### src/rtl/timer_pkg.sv
// Register map constants and field encodings shared by the multi-channel timer.
// No logic lives here; the top and the channel import it.
package timer_pkg;

    localparam logic [3:0]  OFF_COUNT    = 4'h0;
    localparam logic [3:0]  OFF_LOAD     = 4'h4;
    localparam logic [3:0]  OFF_CTRL     = 4'h8;
    localparam logic [3:0]  OFF_PRESC    = 4'hC;

    localparam logic [15:0] CH_STRIDE    = 16'h0010;
    localparam logic [15:0] STATUS_ADDR  = 16'h0100;
    localparam logic [15:0] PENDING_ADDR = 16'h0104;

    localparam int CTRL_EN   = 0;
    localparam int CTRL_IE   = 1;
    localparam int CTRL_MODE = 2;

    typedef enum logic {
        MODE_PERIODIC = 1'b0,
        MODE_ONESHOT  = 1'b1
    } timer_mode_e;

endpackage

### src/rtl/timer_channel.sv
// One timer channel: prescaler, down-counter, periodic reload / one-shot stop, expiry flag.
// Register writes land on the next clock edge; no backpressure, writes are always accepted.
module timer_channel
    import timer_pkg::*;
#(
    parameter int                 COUNT_W   = 16,
    parameter int                 PRESC_W   = 16,
    parameter logic [COUNT_W-1:0] LOAD_RST  = COUNT_W'(16'h000F),
    parameter logic [PRESC_W-1:0] PRESC_RST = PRESC_W'(16'h00FF),
    parameter bit                 AUTO_EN   = 1'b1
) (
    input  logic               clk,
    input  logic               reset_n,
    input  logic               load_we,
    input  logic               ctrl_we,
    input  logic               presc_we,
    input  logic [COUNT_W-1:0] load_wdat,
    input  logic [2:0]         ctrl_wdat,
    input  logic [PRESC_W-1:0] presc_wdat,
    input  logic               flag_clr,
    output logic [COUNT_W-1:0] count,
    output logic [COUNT_W-1:0] load,
    output logic [PRESC_W-1:0] presc,
    output logic               en,
    output logic               ie,
    output logic               mode,
    output logic               flag
);

    logic [COUNT_W-1:0] count_q, count_d;
    logic [COUNT_W-1:0] load_q, load_d;
    logic [PRESC_W-1:0] presc_q, presc_d;
    logic [PRESC_W-1:0] presc_cnt_q, presc_cnt_d;
    logic               en_q, en_d;
    logic               ie_q, ie_d;
    timer_mode_e        mode_q, mode_d;
    logic               flag_q, flag_d;
    logic               tick;
    logic               expire;

    always_comb begin
        count_d     = count_q;
        load_d      = load_q;
        presc_d     = presc_q;
        presc_cnt_d = presc_cnt_q;
        en_d        = en_q;
        ie_d        = ie_q;
        mode_d      = mode_q;

        tick   = en_q && (presc_cnt_q == presc_q);
        expire = tick && (count_q == '0);

        if (en_q) begin
            presc_cnt_d = tick ? '0 : presc_cnt_q + PRESC_W'(1);
        end
        if (tick) begin
            if (!expire) begin
                count_d = count_q - COUNT_W'(1);
            end else if (mode_q == MODE_PERIODIC) begin
                count_d = load_q;
            end else begin
                en_d = 1'b0;
            end
        end

        if (load_we) begin
            load_d = load_wdat;
        end
        if (presc_we) begin
            presc_d = presc_wdat;
        end
        // A software enable edge restarts the channel from LOAD, overriding this cycle's tick.
        if (ctrl_we) begin
            en_d   = ctrl_wdat[CTRL_EN];
            ie_d   = ctrl_wdat[CTRL_IE];
            mode_d = timer_mode_e'(ctrl_wdat[CTRL_MODE]);
            if (!en_q && ctrl_wdat[CTRL_EN]) begin
                count_d     = load_q;
                presc_cnt_d = '0;
            end
        end

        flag_d = expire | (flag_q & ~flag_clr);
    end

    always_ff @(posedge clk or negedge reset_n) begin
        if (!reset_n) begin
            count_q     <= LOAD_RST;
            load_q      <= LOAD_RST;
            presc_q     <= PRESC_RST;
            presc_cnt_q <= '0;
            en_q        <= AUTO_EN;
            ie_q        <= AUTO_EN;
            mode_q      <= MODE_PERIODIC;
            flag_q      <= 1'b0;
        end else begin
            count_q     <= count_d;
            load_q      <= load_d;
            presc_q     <= presc_d;
            presc_cnt_q <= presc_cnt_d;
            en_q        <= en_d;
            ie_q        <= ie_d;
            mode_q      <= mode_d;
            flag_q      <= flag_d;
        end
    end

    assign count = count_q;
    assign load  = load_q;
    assign presc = presc_q;
    assign en    = en_q;
    assign ie    = ie_q;
    assign mode  = (mode_q == MODE_ONESHOT);
    assign flag  = flag_q;

endmodule

### src/rtl/multi_timer_peripheral.sv
// Multi-channel timer on the peripheral register bus: decode, registered read mux, STATUS W1C, IRQ OR.
// Reads return data one cycle after the strobe; always ready, no backpressure.
module multi_timer_peripheral
    import timer_pkg::*;
#(
    parameter int                 NUM_CH    = 4,
    parameter int                 COUNT_W   = 16,
    parameter int                 PRESC_W   = 16,
    parameter logic [COUNT_W-1:0] LOAD_RST  = COUNT_W'(16'h000F),
    parameter logic [PRESC_W-1:0] PRESC_RST = PRESC_W'(16'h00FF),
    parameter bit                 AUTO_EN   = 1'b1
) (
    input  logic                      clk,
    input  logic                      reset_n,
    input  logic [15:0]               addr,
    input  logic [31:0]               data_in,
    output logic [31:0]               data_out,
    input  logic                      write_enable,
    input  logic                      read_enable,
    output logic                      interrupt,
    input  logic                      interrupt_ack,
    output logic                      ready,
    output logic [NUM_CH-1:0]         irq_flags,
    output logic [NUM_CH*COUNT_W-1:0] timer_count
);

    logic [COUNT_W-1:0] ch_count [NUM_CH];
    logic [COUNT_W-1:0] ch_load  [NUM_CH];
    logic [PRESC_W-1:0] ch_presc [NUM_CH];
    logic [NUM_CH-1:0]  ch_en;
    logic [NUM_CH-1:0]  ch_ie;
    logic [NUM_CH-1:0]  ch_mode;
    logic [NUM_CH-1:0]  ch_flag;
    logic [NUM_CH-1:0]  ch_hit;
    logic               status_we;
    logic [31:0]        rd_dat;
    logic [31:0]        data_out_q, data_out_d;
    logic               interrupt_q, interrupt_d;
    logic               unused_data;

    assign status_we   = write_enable && (addr == STATUS_ADDR);
    assign unused_data = ^data_in;

    for (genvar g = 0; g < NUM_CH; g++) begin : g_ch
        localparam logic [15:0] CH_BASE = 16'(g) * CH_STRIDE;
        logic wr_hit;

        assign ch_hit[g] = ({addr[15:4], 4'h0} == CH_BASE);
        assign wr_hit    = write_enable && ch_hit[g];

        timer_channel #(
            .COUNT_W   (COUNT_W),
            .PRESC_W   (PRESC_W),
            .LOAD_RST  (LOAD_RST),
            .PRESC_RST (PRESC_RST),
            .AUTO_EN   (AUTO_EN)
        ) u_ch (
            .clk        (clk),
            .reset_n    (reset_n),
            .load_we    (wr_hit && (addr[3:0] == OFF_LOAD)),
            .ctrl_we    (wr_hit && (addr[3:0] == OFF_CTRL)),
            .presc_we   (wr_hit && (addr[3:0] == OFF_PRESC)),
            .load_wdat  (data_in[COUNT_W-1:0]),
            .ctrl_wdat  (data_in[2:0]),
            .presc_wdat (data_in[PRESC_W-1:0]),
            .flag_clr   (interrupt_ack | (status_we & data_in[g])),
            .count      (ch_count[g]),
            .load       (ch_load[g]),
            .presc      (ch_presc[g]),
            .en         (ch_en[g]),
            .ie         (ch_ie[g]),
            .mode       (ch_mode[g]),
            .flag       (ch_flag[g])
        );

        assign timer_count[g*COUNT_W +: COUNT_W] = ch_count[g];
    end

    // Read mux sees pre-write state, so a same-cycle write is not visible to the read.
    always_comb begin
        rd_dat = '0;
        if (addr == STATUS_ADDR) begin
            rd_dat = 32'(ch_flag);
        end else if (addr == PENDING_ADDR) begin
            rd_dat = 32'(ch_flag & ch_ie);
        end else begin
            for (int i = 0; i < NUM_CH; i++) begin
                if (ch_hit[i]) begin
                    case (addr[3:0])
                        OFF_COUNT: rd_dat = 32'(ch_count[i]);
                        OFF_LOAD:  rd_dat = 32'(ch_load[i]);
                        OFF_CTRL: begin
                            rd_dat[CTRL_EN]   = ch_en[i];
                            rd_dat[CTRL_IE]   = ch_ie[i];
                            rd_dat[CTRL_MODE] = ch_mode[i];
                        end
                        OFF_PRESC: rd_dat = 32'(ch_presc[i]);
                        default:   rd_dat = '0;
                    endcase
                end
            end
        end
    end

    always_comb begin
        data_out_d  = read_enable ? rd_dat : '0;
        interrupt_d = |(ch_flag & ch_ie);
    end

    always_ff @(posedge clk or negedge reset_n) begin
        if (!reset_n) begin
            data_out_q  <= '0;
            interrupt_q <= 1'b0;
        end else begin
            data_out_q  <= data_out_d;
            interrupt_q <= interrupt_d;
        end
    end

    assign data_out  = data_out_q;
    assign interrupt = interrupt_q;
    assign ready     = 1'b1;
    assign irq_flags = ch_flag;

endmodule

### config.mk
export PLATFORM = sky130hd
export DESIGN_NAME = multi_timer_peripheral
export DESIGN_NICKNAME = d
export VERILOG_FILES = /design/src/rtl/timer_pkg.sv /design/src/rtl/timer_channel.sv /design/src/rtl/multi_timer_peripheral.sv
export SDC_FILE = /design/constraint.sdc
export NUM_CORES = 1
export LEC_CHECK = 0
export BUFFER_PORTS_ARGS = -buffer_cell sky130_fd_sc_hd__buf_2
export CAP_MARGIN = 25
export CORE_MARGIN = 3
export CORE_UTILIZATION = 55
export CTS_BUF_LIST = sky130_fd_sc_hd__clkbuf_16
export CTS_CLUSTER_DIAMETER = 50
export DETAILED_ROUTE_END_ITERATION = 12
export GPL_TIMING_DRIVEN = 0
export PLACE_DENSITY = 0.85
export SYNTH_ARGS = -nofsm -noshare
export SYNTH_HDL_FRONTEND = slang
export SYNTH_SLANG_ARGS = --single-unit
### constraint.sdc
create_clock -name clk -period 8.1 [get_ports clk]
set_clock_uncertainty 0.15 [all_clocks]
set_input_delay 2.43 -clock clk [delete_from_list [all_inputs] [get_ports clk]]
set_output_delay 2.43 -clock clk [all_outputs]
set_load 0.02 [all_outputs]
==> flow_summary.yaml <==
grt:
  gr-usage-all-layers_pct: 32.6
  grt_pass1_vias: 14428
  grt_pass1_wl_um: 83600
  gr-total-overflow: 0
  antenna_found_initial: 3
  grt_max_degree: 116
synth:
  seq_area_frac_synth_pct: 44.1
  syn_area_per_cell_um2: 9.93
  synth-edff-count: 0
  syn-cell-area_mm2: 0.0166
  yosysWarnings: 0
  synth-seq-cells: 289
  async_reset_ff_share_pct: 100
  postSynthCellCount: 1674
  ys_types: 78
  synth_ff_type: "dfrtp_1"
timing:
  fmax_mhz: 198
  post-route-min-period_ns: 5.05
  worst_slew_pin_slew_ns: 1.03
  timing_hold_violations_final: 0
  fin_crit_sh_pct: 62.4
  drv_slew: 0
  slew_headroom_pct: 30.7
  rsz0062_at_grt: "false"
  worst_hold_slack_ns: 0.333
  setup_viol: 0
cells_and_area:
  final_core_util_pct: 63.5
  syn_to_final_growth_pct: 13.6
  final_cell_mix: "dfrtp_1, nor2_1, mux2_2"
  layout.cells.most_common: "dfrtp_1"
  drive_gt1_share_pct: 27.4
  fin_nets: 1908
power:
  pwr-share-comb_pct: 19.3
  p_int_uw: 2640
  p_clk_share_pct: 37.1
  p_sw_uw: 1270
  power_density_mw_per_mm2: 208
  swShare_pct: 32.5
  p_seq_share_pct: 43.5
  ir_drop_v: 0.000183
  power_leakage_uw: 0.00828
clocking:
  cts-htree-levels: 2
  cts_buffer_depth: 3
  numCtsBuffers: 34
  cts_setup_buffers: 0
  hold_buffers: 0
  ctsResizeCount: 0
  clkLatencyLatePin_ns: 0.52
  path_clk_slew_ns: 0.06
  cts_sinks: 289
  cts-root-buf: "clkbuf_16"
  cts_tree: "yes"
routing:
  vias: 14957
  via_per_inst: 6.61
  drcViolationCount: 0
  first_pass_iters: 6
  wl_met1_um: 20800
  top_layer: "met5"
  drt.antenna.violating_nets: 0
  met2_length_um: 23900
  dr_wl_met3_um: 6290
  wl_um: 54300
  wire_per_inst_um: 24.0
  drt_iter0_drc: 1919
setup_path:
  critPathCaptureType: "register"
  critPathLaunchType: "input pin"
  crit_type: "input pin to register"
  cp.arrival_ns: 5.32
  worst-path-max-fanout: 8
  worst_ep_required_time_ns: 8.37
die:
  dieArea_mm2: 0.0323
  io_pins: 155
  die_w_um: 180
  die_h_um: 180
  start_util_pct: 55.9
  core_area_mm2: 0.0297
  rows: 63
placed_design:
  port_buffers: 120
  dp_hpwl_um: 39500
  place.gp.congestion: 1.04
run_status:
  outcome: "complete, no violations"
run:
  drv_cap: 0
worst_hold_path:
  min_path_type: "register to register"
[stage by stage]
step	instance area (µm²)	cells	TNS (ns)	power, µW	setup WS, ns
floorplan	16700	1689	0	2180	3.60
global placement	17800	2199	-156.69	2430	-0.746
detailed placement	17800	2201	0	2460	2.78
CTS	18900	2262	0	3910	3.28
global route	18900	2262	0	4070	2.97
finish	18900	2264	0	3920	3.05
[worst paths after layout]
kind                            cells after the start                   from  slack (ns)                          end
worst min-delay path                                2   g_ch[1].u_ch.load[2]        0.33        g_ch[1].u_ch.count[2]
max in group asynchronous                           2                reset_n        5.10  g_ch[3].u_ch.presc_cnt_q[3]
worst min register to register                      2   g_ch[1].u_ch.load[2]        0.33        g_ch[1].u_ch.count[2]
min in group asynchronous                           1                reset_n        1.72  g_ch[0].u_ch.presc_cnt_q[3]
worst max-delay path                                7               addr[13]        3.05        g_ch[1].u_ch.count[3]
worst max register to register                     10  g_ch[2].u_ch.count[0]        5.09       g_ch[2].u_ch.count[14]
[power groups by stage]
stage               clock network (µW)  registers (µW)  logic, µW
floorplan                            0            1740        441
global route                      1530            1720        825
CTS                               1460            1700        746
finish                            1450            1710        758
detailed placement                   0            1720        743
global placement                     0            1710        717
[synth_stat cells (6+ instances only)]
cell | n | area share (%)
a31oi_1 | 11 | 0.41
a211oi_1 | 8 | 0.36
nand4_1 | 28 | 1.1
a21oi_1 | 73 | 2.2
xnor2_1 | 50 | 2.6
o21ai_0 | 61 | 1.8
a22oi_1 | 61 | 2.8
nand2_1 | 129 | 2.9
o22ai_1 | 48 | 1.8
a21o_1 | 9 | 0.41
or3_1 | 21 | 0.79
nand3_1 | 62 | 1.9
nor4_1 | 19 | 0.72
xor2_1 | 70 | 3.7
inv_1 | 22 | 0.50
nand3b_1 | 9 | 0.41
o211ai_1 | 6 | 0.27
clkbuf_1 | 55 | 1.2
and3_1 | 16 | 0.60
nor2_1 | 183 | 4.1
buf_4 | 31 | 1.4
o31ai_1 | 9 | 0.41
nor2b_1 | 15 | 0.56
a32oi_1 | 12 | 0.63
dfstp_2 | 72 | 11
and2_1 | 10 | 0.38
nor3_1 | 43 | 1.3
ha_1 | 8 | 0.60
mux2i_1 | 24 | 1.4
dfrtp_1 | 217 | 33
mux2_2 | 168 | 11
buf_2 | 25 | 0.75
mux4_2 | 12 | 1.6
[worst max-delay path: stages]
cell	delay, ns
buf_2	0.11
nor4_4	0.49
nand4_1	0.79
nor3_1	1.01
nor2_1	0.15
a32oi_1	0.20
o21ai_0	0.13
[kinds of logic (layout without fill, tap and decap cells)]
logic type / Yosys count / count (layout) / synth area share [%]
AO/OA/AOI/OAI: 335 / 335 / 13.0
AND/OR/NAND/NOR: 578 / 578 / 17.4
buffers and inverters: 138 / 321 / 4.10
XOR/XNOR: 120 / 120 / 6.32
adder cells (fa/ha/maj): 8 / 8 / 0.602
multiplexers: 204 / 204 / 14.5
other: 2 / 19 / 0.0452
flip-flops: 289 / 289 / 44.1
[state kept, by name, summed over array words and instances, names as in the netlist]
signal                 cells
g_ch.u_ch.presc_cnt_q     64
g_ch.u_ch.mode             4
g_ch.u_ch.flag             4
data_out                  16
interrupt                  1
g_ch.u_ch.presc           64
g_ch.u_ch.load            64
g_ch.u_ch.en               4
g_ch.u_ch.ie               4
g_ch.u_ch.count           64
[area by class of cell]
| cell class | instances | area, µm² |
|---|---|---|
| clock inverter | 26 | 170 |
| inverter | 23 | 86.3 |
| antenna | 2 | 5.00 |
| timing repair buffer | 122 | 666 |
| multi-input combinational | 1262 | 8670 |
| tap | 390 | 488 |
| fill | 2369 | 10800 |
| buffer | 115 | 594 |
| clock buffer | 35 | 876 |
| sequential | 289 | 7320 |
[layer usage]
layer / global-route usage, % / up-vias
li1: - / 6420
met1: 43.9 / 7240
met2: 49.3 / 1060
met3: 7.69 / 231
met4: 17.0 / 6
met5: 0 / -
Note: power is estimated with default switching activity, not from simulation.
